==> src/rtl/rgb_pwm_capture.sv <==
// Samples three PWM pins and reports each channel's duty once two
// consecutive 2^WIDTH-cycle windows agree.
module rgb_pwm_capture #(
    parameter int WIDTH       = 5,
    parameter int SYNC_STAGES = 2
) (
    input  logic             clk,
    input  logic             reset,
    input  logic [2:0]       pins,
    output logic [WIDTH-1:0] r,
    output logic [WIDTH-1:0] g,
    output logic [WIDTH-1:0] b,
    output logic             valid,
    output logic [2:0]       stuck,
    output logic             locked
);

    typedef enum logic {ACQ, LOCKED} state_t;

    localparam logic [WIDTH-1:0] LAST = '1;

    logic [SYNC_STAGES-1:0][2:0] sync;
    logic [2:0]                  s;
    logic [WIDTH-1:0]            win;
    logic [2:0][WIDTH:0]         acc;
    logic [2:0][WIDTH:0]         prev;
    logic [2:0][WIDTH:0]         res;
    logic                        prev_ok;
    logic                        win_end;
    logic                        match;
    logic                        load;
    logic [2:0][WIDTH-1:0]       sat;
    logic [2:0]                  stuck_new;
    state_t                      state;
    state_t                      state_n;

    assign s       = sync[SYNC_STAGES-1];
    assign win_end = (win == LAST);
    assign match   = (res == prev);

    always_comb begin
        for (int c = 0; c < 3; c++) begin
            res[c]       = acc[c] + (WIDTH+1)'(s[c]);
            // res tops out at exactly 2^WIDTH, so the MSB alone flags a stuck-high pin
            stuck_new[c] = res[c][WIDTH];
            sat[c]       = res[c][WIDTH] ? '1 : res[c][WIDTH-1:0];
        end
    end

    always_ff @(posedge clk) begin
        if (reset) begin
            sync    <= '0;
            win     <= '0;
            acc     <= '0;
            prev    <= '0;
            prev_ok <= 1'b0;
        end else begin
            sync[0] <= pins;
            for (int i = 1; i < SYNC_STAGES; i++)
                sync[i] <= sync[i-1];
            win <= win + 1'b1;
            for (int c = 0; c < 3; c++) begin
                if (win == '0)
                    acc[c] <= (WIDTH+1)'(s[c]);
                else
                    acc[c] <= acc[c] + (WIDTH+1)'(s[c]);
            end
            if (win_end) begin
                prev    <= res;
                prev_ok <= 1'b1;
            end
        end
    end

    always_ff @(posedge clk) begin
        if (reset)
            state <= ACQ;
        else
            state <= state_n;
    end

    always_comb begin
        state_n = state;
        if (state == ACQ && win_end && match && prev_ok)
            state_n = LOCKED;
    end

    always_comb begin
        load   = 1'b0;
        locked = (state == LOCKED);
        if (win_end && match) begin
            unique case (state)
                ACQ:    load = prev_ok;
                LOCKED: load = ({sat[2], sat[1], sat[0], stuck_new}
                                != {b, g, r, stuck});
                default: load = 1'b0;
            endcase
        end
    end

    always_ff @(posedge clk) begin
        if (reset) begin
            r     <= '0;
            g     <= '0;
            b     <= '0;
            stuck <= '0;
            valid <= 1'b0;
        end else begin
            valid <= load;
            if (load) begin
                r     <= sat[0];
                g     <= sat[1];
                b     <= sat[2];
                stuck <= stuck_new;
            end
        end
    end

endmodule

==> config.mk <==
export PLATFORM = sky130hd
export DESIGN_NAME = rgb_pwm_capture
export DESIGN_NICKNAME = d
export VERILOG_FILES = /design/src/rtl/rgb_pwm_capture.sv
export SDC_FILE = /design/constraint.sdc
export NUM_CORES = 1
export LEC_CHECK = 0
export CORE_ASPECT_RATIO = 0.5
export CORE_MARGIN = 3
export CORE_UTILIZATION = 50
export CTS_CLUSTER_DIAMETER = 80
export CTS_CLUSTER_SIZE = 12
export DETAILED_ROUTE_END_ITERATION = 10
export GPL_ROUTABILITY_DRIVEN = 1
export GPL_TIMING_DRIVEN = 0
export PLACE_DENSITY = 0.71
export SYNTH_ARGS = -nofsm -noshare
export SYNTH_HDL_FRONTEND = slang
export SYNTH_SLANG_ARGS = --single-unit
==> constraint.sdc <==
create_clock -name clk -period 2.8 [get_ports clk]
set_input_delay 0.28 -clock clk [delete_from_list [all_inputs] [get_ports clk]]
set_output_delay 0.28 -clock clk [all_outputs]
set_load 0.05 [all_outputs]
==> results of run 1 <==
==> synthesized netlist by cell type (8+ instances only) <==
| master | n |
|---|---|
| dfxtp_1 | 68 |
| nor2_1 | 61 |
| a211oi_1 | 20 |
| xnor2_1 | 20 |
| nor2b_1 | 19 |
| inv_1 | 17 |
| a21oi_1 | 13 |
| clkbuf_1 | 13 |
| nand2_1 | 11 |
| xnor3_1 | 11 |
| nor3_1 | 10 |
| ha_1 | 9 |
| mux2_4 | 8 |
| mux2i_1 | 8 |
==> state kept, by name, summed over array words and instances, names as in the netlist <==
name / flops
prev: 18
prev_ok: 1
locked: 1
b: 5
stuck: 3
r: 5
s: 3
acc: 18
sync: 3
win: 5
g: 5
valid: 1
==> layer usage <==
layer / share of wire (%) / vias up
met2: 44 / 131
met5: 0 / -
li1: - / 1430
met4: 1.5 / 0
met1: 45 / 1437
met3: 10 / 21
==> area by class of cell <==
cell class	count	area share [%]
Clock inverter	4	1.033
Timing Repair Buffer	37	7.425
Clock buffer	12	5.575
Buffer	17	1.577
Tap cell	92	2.502
Sequential cell	68	29.70
Inverter	17	1.387
Multi-Input combinational cell	273	50.80
==> metrics by stage <==
step	cell area [sq um]	power (mW)	worst slack (ns)	utilization, %
after floorplan	3657	1.081	0.01286	-
after global placement	4013	1.115	-0.3508	58.74
after detailed placement	4013	1.118	-0.4391	58.74
after CTS	4532	2.276	-0.1526	66.34
after global routing	4601	2.326	-0.2432	67.34
final	4601	2.263	-0.1956	67.34
==> repair_timing <==
item,in CTS,in global routing
setup endpoints to repair,19,29
buffers inserted,12,1
gates resized for setup,22,17
pin swaps,6,4
==> worst max-delay path, cell delays in order, from the launching register on <==
cell     delay (ns)
dfxtp_2        0.33
ha_4           0.19
ha_4           0.30
xnor2_2        0.11
nand4_1        0.20
or4_4          0.46
or4b_4         0.52
a311o_1        0.30
buf_6          0.16
mux2_4         0.31
==> power breakdown <==
group | internal [mW] | leakage, nW | switching, mW | total [mW]
clock | 0.734 | 0.149 | 0.411 | 1.15
combinational | 0.0494 | 0.984 | 0.0798 | 0.129
sequential | 0.980 | 0.551 | 0.00861 | 0.988
==> kinds of logic (layout without fill, tap and decap cells) <==
group,Yosys count,after routing,synth area share (%)
AO/OA/AOI/OAI,66,66,13.41
XOR/XNOR,41,41,15.53
adder cells (fa/ha/maj),9,9,3.126
buffers and inverters,36,87,3.994
flip-flops,68,68,37.79
multiplexers,19,19,6.495
AND/OR/NAND/NOR,138,138,19.66
==> worst max path at each step <==
stage          slack [ns]           endpoint  cells past startpoint            start
2_1_floorplan        0.01  b[1]$_SDFFE_PP0P_                      9  s[1]$_SDFF_PP0_
3_3_place_gp        -0.35  g[4]$_SDFFE_PP0P_                     10  s[2]$_SDFF_PP0_
3_5_place_dp        -0.44  r[1]$_SDFFE_PP0P_                     10  s[2]$_SDFF_PP0_
4_1_cts             -0.15  g[4]$_SDFFE_PP0P_                      9  s[1]$_SDFF_PP0_
5_1_grt             -0.24  r[1]$_SDFFE_PP0P_                      9  s[1]$_SDFF_PP0_
6_report            -0.20  g[4]$_SDFFE_PP0P_                      9  s[1]$_SDFF_PP0_
==> results, run 1 <==
- The level count of the clock H-tree is 3.
- Summed over all layers, the routed wires come to 9.464 mm.
- The worst hold endpoint is win[0]$_SDFF_PP0_.
- At the pin with the least slew margin, the transition time is 0.7565 ns.
- The routed via count is 3019.
- The async set-reset flop share out of synthesis is 0%.
- For met2 alone, demand over resource in global routing was 35.98%.
- For the worst-skew pair, the clock arrives at the later sink with an insertion delay of 0.34 ns.
- The run finished, with violations left.
- In this run the remaining antenna-violating nets after routing total 0.
- The number of fillers in the final layout is 535.
- The worst clock skew on the final layout is 0.006588 ns.
- The core region is 6832 sq um.
- The number of buffers inserted during clock tree synthesis is 9.
- The first global-routing pass estimated 15.01 mm of wire.
- The number of max-slew violations in the final report is 0.
- dfxtp_1 takes more of the synthesized area than any other cell.
- Once routing completed, OpenROAD measured the worst setup slack at -0.1956 ns.
- In this run the register-to-register setup slack is -0.20 ns.
- The proportion of synthesized chip area in sequential cells is 37.79%.
- The total of warnings raised by yosys is 0.
- Synthesis handed over a netlist of 377 instances.
- The most used flip-flop cell after synthesis is dfxtp_1.
- The met1 track demand over resource is 32.77%.
- The number of iterations in the first detailed-routing pass is 5.
- Setup repair after global routing could not meet its margin everywhere.
- The register clock-pin slew on the reported worst setup and hold paths is 0.05 ns.
- The number of max-cap violations is 0.
- The die is 66.02 um tall.
- Of the cells placed in the final design, the portion with a size suffix greater than 1 is 19.16%.
- The start point of the worst hold path is win[0]$_SDFF_PP0_.
- The area growth from synthesis to final layout is 27.72%.
- The worst-case headroom to the max-slew limit is 49.56%.
- The maximum frequency from static timing analysis is 0.3338 GHz.
- The kind of end point of the critical path is a register.
- Clock tree synthesis found a total of 68 sinks.
- The number of nets handed over by synthesis was 391.
- The die is 126.0 um wide.
- The number of vias per cell after detailed routing is 5.806.
- After detailed placement, the design holds a cell count of 493.
- The total power per unit cell area is 491.8 nW/um^2.
- The number of cells on the worst hold path is 1.
- Once detailed placement completed, the half-perimeter wirelength came to 6.524 mm.
- The initial antenna violation count is 0.
- For this design the static power due to leakage is 1.684 nW.
- The number of failing hold endpoints at the final stage is 0.
- The maximum count of clock buffers along a single path is 2.
- The routing layer with the top usage in global route is met2.
- The repair_antennas step left the layout with diodes totalling 0.
- The post-cts hold buffer count is 0.
- Data arrives at the worst endpoint at 3.22 ns.
- The TritonCTS clock tree is built.
- The worst setup path is launched from a register.
- The critical register-to-register path endpoint is g[4]$_SDFFE_PP0P_.
- The congestion estimate from routability-driven global placement came to 0.8792.
- The total negative slack for setup checks is -1.778 ns.
- The area of the multi-input gates is 2337 sq um.
- Leaving out fill and tap cells, the most frequent cells in the layout are 64 x dfxtp_1, 59 x nor2_1, 24 x clkdlybuf4s50_1.
- The total number of nets in the final design is 437.
- The sequential cell area is 1366 sq um.
- The final reports fail on negative setup slack.
- The overall track demand over capacity in global routing is 23.73%.
- Summed over its instances, the top area cell type makes up 37.79% of the synthesized netlist area.
- During placement, the flow inserted port buffers numbering 24.
- The die covers 8321 sq um.
- The post-route non-filler standard cell count is 520.
- Summed over all layers, the global routing overflow is 0.
- After detailed routing, the number of remaining DRC violations is 0.
- Along the worst path, the maximum fanout reaches 8.
- Across all hold checks on the routed design, the worst slack comes to 0.4390 ns.
- Leaving out fill and tap cells, the most frequent cell in the layout is dfxtp_1.
- After synthesis the cells add up to 3602 sq um.
- Clock tree synthesis selected as its root buffer the cell clkbuf_16.
- The class of the tightest hold or removal check is register to register.
- Across the VDD grid, the largest voltage drop is 420.5 uV.
- The number of synthesized register bits is 68.
- The ratio of final minimum period to clock period is 107.0%.
- In this run, distinct cell masters in the synthesized netlist total 56.
- The type of the worst setup path is register to register.
- 25 I/O pins were placed.
- For this configuration, the core starts out at a cell density of 52.73%.
- After the first detailed-routing iteration, the DRC count stood at 277.
- The average cell area after synthesis is 9.555 sq um.
- The average wire per cell in the routed design is 18.20 um.
- At the worst endpoint, the required time is 3.02 ns.
- Sorting the synthesized cells by area gives the leading types as dfxtp_1 38%, xnor3_1 6.9%, nor2_1 6.4%, xnor2_1 4.9%, a211oi_1 4.2%.
- The depth of the most critical reg-to-reg path is 9.
- The origin of the critical flop-to-flop path is s[1]$_SDFF_PP0_.
- The total setup violations reported at the end of the flow is 11.
- The via count of the first global-routing pass is 2896.
- The met3 demand-to-capacity share in global routing is 6.613%.
- The number of enable flip-flop cells after synthesis is 0.
- The minimum clock period after layout is 2.996 ns.
- Entering global routing, the biggest net connects 12 pins.
- After floorplanning, the core was divided into 21 placement rows.
No activity file was read; power rests on OpenSTA's default activity.
==> inputs of run 2 (changes only) <==
--- a/config.mk
+++ b/config.mk
@@ -13,6 +13,7 @@
 export DETAILED_ROUTE_END_ITERATION = 10
 export GPL_ROUTABILITY_DRIVEN = 1
 export GPL_TIMING_DRIVEN = 0
+export MAX_ROUTING_LAYER = met4
 export PLACE_DENSITY = 0.71
 export SYNTH_ARGS = -nofsm -noshare
 export SYNTH_HDL_FRONTEND = slang
==> run 2 against run 1 <==
The run still ends with negative setup slack left. Via count rose by 1.2%. Setup slack got worse by 0.021 ns. Design area fell by 0.27%. Largest cell class unchanged. Combinational power barely moved. Fmax fell by 0.71%.
==> results, run 2 (synthesis results as in run 1) <==
- The TritonCTS clock tree was built (unchanged).
- The maximum ir drop on the vdd rail is 349.8 uV (was 420.5 uV).
- RSZ-0062 raised after global routing: yes (unchanged).
- The detailed router's first-iteration violation count was 277 (unchanged).
- Largest registers: acc (18), prev (18) (unchanged).
- The leakage power summed over all cells is 1.684 nW (about the same).
- The clock network latency to the later pin of the worst-skew pair is 0.34 ns (about the same).
- The count of boundary I/O pins is 25 (unchanged).
- The type of the worst setup path is register to register (unchanged).
- The initial antenna violation count is 0 (unchanged).
- The pre-CTS setup slack is -0.4783 ns (was -0.4391 ns).
- Violated checks: negative setup slack (unchanged).
- The maximum fanout count along the critical path came to 8 (unchanged).
- Result of the run: complete, but fails checks (unchanged).
- The most common cell after layout, fill and taps aside is dfxtp_1 (unchanged).
- The number of max-slew violations in the final report came to 0 (unchanged).
- The maximum cell stage delay along the critical path was 0.53 ns (was 0.52 ns).
- The ratio of final minimum period to clock period was 107.8% (was 107.0%).
- The global-route wire length before repair came to 15.90 mm (was 15.01 mm).
- The number of vias per cell after detailed routing is 5.851 (was 5.806).
- The height of the die was 66.02 um (unchanged).
- The number of max-cap violations is 0 (unchanged).
- The instance area at placement came to 4013 sq um (unchanged).
- The register clock-pin slew on the reported worst setup and hold paths is 0.06 ns (was 0.05 ns).
- The worst path arrival time was 3.24 ns (was 3.22 ns).
- The site row count is 21 (unchanged).
- Crit-path cells: ha_4 > ha_4 > xnor2_2 > nand4_1 > or4_4 > or4b_4 > a311o_1 > buf_6 > mux2_4 (unchanged).
- The slew at the pin closest to its max-slew limit was 0.7832 ns (was 0.7565 ns).
- The core area is 6832 sq um (unchanged).
- The sum of overflow across all layers after global routing is 0 (unchanged).
- The largest net degree at the start of global routing is 11 (was 12).
- The total power per unit cell area came to 472.6 nW/um^2 (was 491.8 nW/um^2).
- The number of failing hold endpoints at the final stage was 0 (unchanged).
- The area growth from synthesis to final layout is 27.37% (was 27.72%).
- The data required time at the worst endpoint was 3.02 ns (about the same).
- The via count of the first global-routing pass is 2911 (was 2896).
- The standard cell with the maximum stage delay on the critical path is or4b_4 (unchanged).
- The post-route antenna net violation count was 0 (unchanged).
- The total setup violations reported at the end of the flow is 16 (was 11).
- The minimum clock period after layout is 3.017 ns (was 2.996 ns).
- The post-route core utilization was 67.16% (was 67.34%).
- The proportion of layout cells with a drive suffix above 1 was 19.53% (was 19.16%).
- The worst-case headroom to the max-slew limit was 47.79% (was 49.56%).
- The overall track demand over capacity in global routing was 25.95% (was 23.73%).
- The kind of end point of the critical path was a register (unchanged).
- The initial core utilization is 52.73% (unchanged).
- The count of clock tree sinks is 68 (unchanged).
- The average wire per cell in the routed design came to 18.50 um (was 18.20 um).
- Commonest cells after routing, fill and taps aside: 63 x dfxtp_1, 59 x nor2_1, 24 x clkdlybuf4s50_1 (was 64 x dfxtp_1, 59 x nor2_1, 24 x clkdlybuf4s50_1).
- The worst clock skew on the final layout came to 0.004240 ns (was 0.006588 ns).
- The number of iterations in the first detailed-routing pass is 5 (unchanged).
- The remaining design rule violation count came to 0 (unchanged).
- The post-route non-filler standard cell count is 522 (was 520).
- The overall die width was 126.0 um (unchanged).
- The buffer cell driving the clock tree root was clkbuf_16 (unchanged).
- The overall die area is 8321 sq um (unchanged).
- The final non-filler cell area was 4588 sq um (was 4601 sq um).
- The setup slack after layout is -0.2170 ns (was -0.1956 ns).
- The number of buffers inserted during clock tree synthesis is 9 (unchanged).
- The total number of nets in the final design is 440 (was 437).
- The number of I/O port buffers is 24 (unchanged).
- The number of fillers in the final layout is 533 (was 535).
- The level count of the clock H-tree was 3 (unchanged).
- The last weighted congestion value of the routability-driven placer is 0.8873 (was 0.8792).
- The maximum count of clock buffers along a single path is 2 (unchanged).
- The total negative slack for setup checks is -2.083 ns (was -1.778 ns).
- The placed wire-length estimate after detailed placement was 6.664 mm (was 6.524 mm).
- The detailed-route wire length was 9.656 mm (was 9.464 mm).
- The routed via count is 3054 (was 3019).
- The cell count after placement is 493 (unchanged).
- The maximum frequency from static timing analysis came to 0.3315 GHz (was 0.3338 GHz).
- The antenna cell count was 0 (unchanged).
- The class of the tightest hold or removal check is register to register (unchanged).
- The startpoint kind of the worst setup timing path was a register (unchanged).
- The cell with the most instances on the worst path is ha_4 (unchanged).
run 2: cell count changes in the layout (fill, tap and decap cells not counted), sizes merged:
cell,before,now
bufinv,1,0
clkbuf,23,25
clkinvlp,1,0
buf,19,21
run 2: worst max-delay path, delay by kind of cell (launching register included):
| family | cells | cell delay [ns] |
|---|---|---|
| flops | 1 | 0.33 |
| simple gates | 3 | 1.21 |
| compound gates | 1 | 0.30 |
| buf+inv | 1 | 0.16 |
| xor+xnor | 1 | 0.11 |
| mux | 1 | 0.31 |
| fa+ha+maj | 2 | 0.48 |
run 2: what timing repair did:
action,CTS,global route
buffers inserted,13,2
hold buffers,0,0
resized for setup,25,13
endpoints found under the setup margin,19,29
pin swaps,9,5
run 2: routing by layer:
metal  up-vias  GRT usage (%)  wire [um]
met3        22          6.532        893
met4         0          10.56        208
met2       122          36.57       4072
met5         -              -          0
li1       1441              -          -
met1      1469          35.70       4481
run 2: area by class of cell:
| type | instances | area [sq um] | area share [%] |
|---|---|---|---|
| Timing Repair Buffer | 39 | 352.8 | 7.690 |
| Clock buffer | 13 | 260.3 | 5.672 |
| Tap cell | 92 | 115.1 | 2.509 |
| Clock inverter | 2 | 10.01 | 0.2182 |
| Inverter | 17 | 63.81 | 1.391 |
| Multi-Input combinational cell | 273 | 2342 | 51.05 |
| Buffer | 18 | 76.32 | 1.663 |
| Sequential cell | 68 | 1368 | 29.81 |
run 2: through the flow:
step / power, mW / hold WS (ns)
global route: 2.249 / 0.4612
detailed placement: 1.118 / 0.4383
finish: 2.169 / 0.4361
CTS: 2.181 / 0.4407
global placement: 1.116 / 0.4220
floorplan: 1.081 / 0.4082
run 2: final timing paths:
path	slack, ns	depth (start not counted)	from	end
min	0.44	1	win[0]$_SDFF_PP0_	win[0]$_SDFF_PP0_
max	-0.22	9	s[1]$_SDFF_PP0_	g[4]$_SDFFE_PP0P_
max reg2reg	-0.22	9	s[1]$_SDFF_PP0_	g[4]$_SDFFE_PP0P_
min reg2reg	0.44	1	win[0]$_SDFF_PP0_	win[0]$_SDFF_PP0_
run 2: report_power, final:
| part | internal (mW) | switching [mW] |
|---|---|---|
| sequential | 0.980 | 0.00839 |
| clock | 0.640 | 0.409 |
| combinational | 0.0517 | 0.0799 |
| total | 1.67 | 0.497 |
==> inputs of run 3 (changes only) <==
--- a/config.mk
+++ b/config.mk
@@ -5,6 +5,7 @@
 export SDC_FILE = /design/constraint.sdc
 export NUM_CORES = 1
 export LEC_CHECK = 0
+export CAP_MARGIN = 0
 export CORE_ASPECT_RATIO = 0.5
 export CORE_MARGIN = 3
 export CORE_UTILIZATION = 50
==> constraint.sdc (replaced) <==
create_clock -name clk -period 2.8 [get_ports clk]
set_input_delay 0.28 -clock clk [delete_from_list [all_inputs] [get_ports clk]]
set_output_delay 0.28 -clock clk [all_outputs]
set_load 0.02 [all_outputs]
==> results of run 3 <==
No change in the layout: final DEF, timing and power equal those of run 2.
